### config.mk
export PLATFORM = sky130hd
export DESIGN_NAME = conv3x3_frame_sequencer
export DESIGN_NICKNAME = d
export VERILOG_FILES = /design/src/rtl/conv3x3_frame_sequencer.sv
export SDC_FILE = /design/constraint.sdc
export NUM_CORES = 1
export LEC_CHECK = 0
export ABC_AREA = 1
export BUFFER_PORTS_ARGS = -buffer_cell sky130_fd_sc_hd__buf_2
export CAP_MARGIN = 20
export CORE_MARGIN = 2
export CORE_UTILIZATION = 55
export DETAILED_ROUTE_END_ITERATION = 16
export HOLD_SLACK_MARGIN = 0.06
export MAX_ROUTING_LAYER = met4
export PLACE_DENSITY = 0.85
export REMOVE_ABC_BUFFERS = 1
export SYNTH_ARGS = -nofsm -noshare
export SYNTH_HDL_FRONTEND = slang
export SYNTH_SLANG_ARGS = --single-unit
### constraint.sdc
create_clock -name clk -period 3.9 [get_ports clk]
set_clock_uncertainty 0.05 [all_clocks]
set_input_delay 0.78 -clock clk [delete_from_list [all_inputs] [get_ports clk]]
set_output_delay 0.78 -clock clk [all_outputs]
set_load 0.1 [all_outputs]
### src/rtl/conv3x3_frame_sequencer.sv
// Frame sequencer for a 3x3 convolution datapath: walks every valid window of an
// IMG_H x IMG_W image, gathers its 9 pixels, runs the datapath and streams results.
module conv3x3_frame_sequencer #(
    parameter int IMG_W  = 8,
    parameter int IMG_H  = 8,
    parameter int ADDR_W = 6
) (
    input  logic              clk,
    input  logic              reset,
    input  logic              go,
    output logic              busy,
    output logic              frame_done,
    output logic              mem_en,
    output logic [ADDR_W-1:0] mem_addr,
    input  logic [7:0]        mem_data,
    output logic [71:0]       win_pix,
    output logic              conv_start,
    input  logic              conv_done,
    input  logic [23:0]       conv_result,
    output logic              out_valid,
    input  logic              out_ready,
    output logic [23:0]       out_data,
    output logic [7:0]        out_row,
    output logic [7:0]        out_col
);

    typedef enum logic [2:0] {IDLE, FETCH, LAST, CONV, OUT, DONE} state_t;

    state_t      state;
    logic [7:0]  r, c;
    logic [3:0]  k;
    logic [1:0]  kr, kc;

    logic [7:0]        next_r, next_c;
    logic              last_window;
    logic [1:0]        next_kr, next_kc;
    logic [ADDR_W-1:0] fetch_addr, start_addr;

    function automatic logic [ADDR_W-1:0] pix_addr(input logic [7:0] row, input logic [7:0] col,
                                                   input logic [1:0] dr, input logic [1:0] dc);
        logic [15:0] a;
        a = (16'(row) + 16'(dr)) * 16'(IMG_W) + 16'(col) + 16'(dc);
        return a[ADDR_W-1:0];
    endfunction

    // Window advance: step right along a row, then wrap to the next row of windows.
    always_comb begin
        next_r      = r;
        next_c      = c;
        last_window = 1'b0;
        if (c < 8'(IMG_W - 3)) begin
            next_c = c + 8'd1;
        end else if (r < 8'(IMG_H - 3)) begin
            next_c = 8'd0;
            next_r = r + 8'd1;
        end else begin
            last_window = 1'b1;
        end
    end

    always_comb begin
        next_kr = kr;
        next_kc = kc + 2'd1;
        if (kc == 2'd2) begin
            next_kc = 2'd0;
            next_kr = kr + 2'd1;
        end
        fetch_addr = pix_addr(r, c, next_kr, next_kc);
        start_addr = pix_addr(next_r, next_c, 2'd0, 2'd0);
    end

    // RAM read data lags the address by one cycle, so slot k-1 is written during fetch k.
    always_ff @(posedge clk) begin
        if (reset) begin
            state      <= IDLE;
            r          <= '0;
            c          <= '0;
            k          <= '0;
            kr         <= '0;
            kc         <= '0;
            busy       <= 1'b0;
            frame_done <= 1'b0;
            mem_en     <= 1'b0;
            mem_addr   <= '0;
            win_pix    <= '0;
            conv_start <= 1'b0;
            out_valid  <= 1'b0;
            out_data   <= '0;
            out_row    <= '0;
            out_col    <= '0;
        end else begin
            case (state)
                IDLE: begin
                    if (go) begin
                        state    <= FETCH;
                        busy     <= 1'b1;
                        r        <= '0;
                        c        <= '0;
                        k        <= '0;
                        kr       <= '0;
                        kc       <= '0;
                        mem_en   <= 1'b1;
                        mem_addr <= '0;
                    end
                end
                FETCH: begin
                    if (k != 4'd0) begin
                        win_pix[{k - 4'd1, 3'd0} +: 8] <= mem_data;
                    end
                    if (k == 4'd8) begin
                        mem_en <= 1'b0;
                        state  <= LAST;
                    end else begin
                        k        <= k + 4'd1;
                        kr       <= next_kr;
                        kc       <= next_kc;
                        mem_addr <= fetch_addr;
                    end
                end
                LAST: begin
                    win_pix[71:64] <= mem_data;
                    conv_start     <= 1'b1;
                    state          <= CONV;
                end
                CONV: begin
                    if (conv_done) begin
                        out_data   <= conv_result;
                        out_row    <= r;
                        out_col    <= c;
                        conv_start <= 1'b0;
                        out_valid  <= 1'b1;
                        state      <= OUT;
                    end
                end
                OUT: begin
                    if (out_ready) begin
                        out_valid <= 1'b0;
                        if (last_window) begin
                            frame_done <= 1'b1;
                            state      <= DONE;
                        end else begin
                            r        <= next_r;
                            c        <= next_c;
                            k        <= '0;
                            kr       <= '0;
                            kc       <= '0;
                            mem_en   <= 1'b1;
                            mem_addr <= start_addr;
                            state    <= FETCH;
                        end
                    end
                end
                DONE: begin
                    frame_done <= 1'b0;
                    busy       <= 1'b0;
                    state      <= IDLE;
                end
                default: state <= IDLE;
            endcase
        end
    end

endmodule

==> metrics.txt <==
Critical Path End Type flop; DR top layer met4; slew margin rel. 44.3%; Post-CTS Setup Inserts 0; clock slew at reported path FFs about 60 ps; min Tclk post-route 2870 ps; VDD IR max 0.350 mV; ANT nets after route 0; Post-Syn Area per Cell between 7 and 8 um^2; Final WS setup roughly 1000 ps; Non-Filler Instances around 1200; Post-Place Setup Slack 1110 ps; WS Path Type flop to flop; Fmax achieved 349 MHz; # port buffers roughly 160; post_cts resized 0; WP data required 4160 ps; CTS Buf Count 17; Power Total ~4200 uW; share of the yosys chip area belonging to registers between 40% and 50%; period utilisation layout about three quarters; Die Area 13100 um^2; WL met1 a little over 7 mm; worst min path class flop to flop; Hold-fix buffers, CTS 0; clock tree buffer depth 2; share of layout cells above drive strength 1 between 20% and 30%; CTS root buf clkbuf_16; number of synthesized register bits 150; Die Height 115 um; Vias per Instance approximately 5.4; Worst-Skew Late Latency roughly 420 ps; TritonRoute pass-1 iters 6; Fin. Hold Viols 0; Pwr per Cell Area 524 nW/um^2; Synth cell types 46; GR Overflow Total 0; DR WL met3 1.03 mm; RSZ-0062 raised after global routing false; type of origin of the critical path flop; total number of vias between 6000 and 7000; I/O pins 160; final wirelength approximately 17 mm; Rows 40; TritonCTS clock tree built; number of global-route vias before repair slightly below 6000; htree depth 4; largest net degree at the start of global routing a little under 80; met2 routed WL about 8.6 mm; final setup fails 0; global-route wire length before repair about 28 mm; Placed Cells around 1200; placed inst area 7500 um^2; worst reg2reg setup slack slightly above 1000 ps; Worst Tran Pin Value about 840 ps; GPL Wtd Cong 0.915; Top FF cell, synth dfxtp_1; Crit path arrival time ~3100 ps; synthesized cell area between 6000 and 7000 um^2; DRT iter0 DRCs 563; initial antenna violation count 0; Layout Nets roughly 1100; Crit Path Max Fanout 13; Cells after Synth 896; Yosys warnings 0; Initial Util a little under three fifths; Avg WL per Cell roughly 14 um; Synth async-reset ratio 0%; HPWL Detailed approximately 11 mm; ant diodes 0; Die X between 100 and 150 um; Slew Limit Fails 0; Max Cap Viol 0; overall routing resource usage between 20% and 30%; total core area ~12000 um^2; final design area excluding fillers about 8100 um^2; P_leak 0.00370 uW; Post-synth EDFFs 0; Post-route DRC 0; Area Overhead vs Synth 20.0%; status completed; CTS Sinks 150
[stage by stage]
step	setup TNS, ps	utilization (%)	hold slack, ps
finish	0	67.5	409
global route	0	67.5	428
CTS	0	67.5	408
detailed placement	0	62.7	399
global placement	0	62.7	395
floorplan	-18130	-	382
[critical path, stage by stage, from the launching register on]
cell	delay (ps)
dfxtp_1	630
inv_2	140
ha_1	430
nand2_1	80
inv_1	200
nand2_1	90
nand2_1	80
nand2_2	70
inv_4	130
nand2_4	110
nor2_2	320
inv_1	190
o21ai_0	190
nor2_1	50
[layout by cell type, fill, tap and decap left out, drive strengths merged, types with 5 or more instances in the layout]
| master | synthesis | final |
|---|---|---|
| buf | 16 | 163 |
| xor2 | 5 | 5 |
| nand4 | 6 | 6 |
| inv | 58 | 60 |
| clkbuf | 28 | 21 |
| ha | 16 | 16 |
| dfxtp | 150 | 150 |
| nand2 | 204 | 204 |
| o21ai | 66 | 66 |
| a21oi | 96 | 96 |
| nor2 | 138 | 138 |
| nor3 | 12 | 12 |
| clkinv | 1 | 6 |
| a211oi | 8 | 8 |
| nand3 | 75 | 75 |
[sequential cells by signal (all words and copies together), names as in the netlist, 2 cells and up]
| name | cells |
|---|---|
| out_data | 24 |
| out_row | 8 |
| k | 4 |
| state | 3 |
| c | 8 |
| r | 8 |
| kr | 2 |
| mem_addr | 6 |
| out_col | 8 |
| kc | 2 |
| win_pix | 72 |
[cells in the mapped netlist, types with 6 or more instances]
cell	number	area, um^2
a211oi_1	6	45.0
a21oi_1	94	470
buf_6	8	90.1
clkbuf_1	28	105
dfxtp_1	150	3000
ha_1	16	200
inv_1	50	188
inv_2	7	26.3
nand2_1	193	724
nand2_2	7	43.8
nand3_1	71	355
nor2_1	127	477
nor2_4	7	78.8
nor3_1	10	50.1
o21ai_0	60	300
o21ai_1	6	30.0
[path summary, 6_finish.rpt]
kind,startpoint,end,cells after the start
worst max-delay path,k[0],win_pix[32],13
worst min-delay path,out_col[5],out_col[5],2
worst max register to register,k[0],win_pix[32],13
worst min register to register,out_col[5],out_col[5],2
[routing by layer]
layer,track usage (%),vias to the layer above
met5,-,-
met3,6.67,52
met4,11.8,0
met2,44.0,211
met1,32.0,2977
li1,-,3214
[cell families after synthesis]
| logic type | Yosys count | synth area share, % |
|---|---|---|
| fa+ha+maj | 19 | 3.87 |
| compound gates | 177 | 14.2 |
| buf+inv | 103 | 6.95 |
| simple gates | 439 | 29.1 |
| flops | 150 | 44.6 |
| xor+xnor | 8 | 1.32 |
[power breakdown]
group | switching [uW] | internal (uW) | leakage [uW]
registers | 52.8 | 1590 | 0.00121
clock network | 638 | 960 | 0.000278
logic | 790 | 197 | 0.00221
[layout make-up]
cell class	instances	area (um^2)
clock buffer	21	450
clock inverter	11	125
fill	993	3880
inverter	59	224
multi-input combinational	643	3270
sequential	150	3000
tap	147	184
timing repair buffer	163	826
Power figures use the tool's default switching activity.
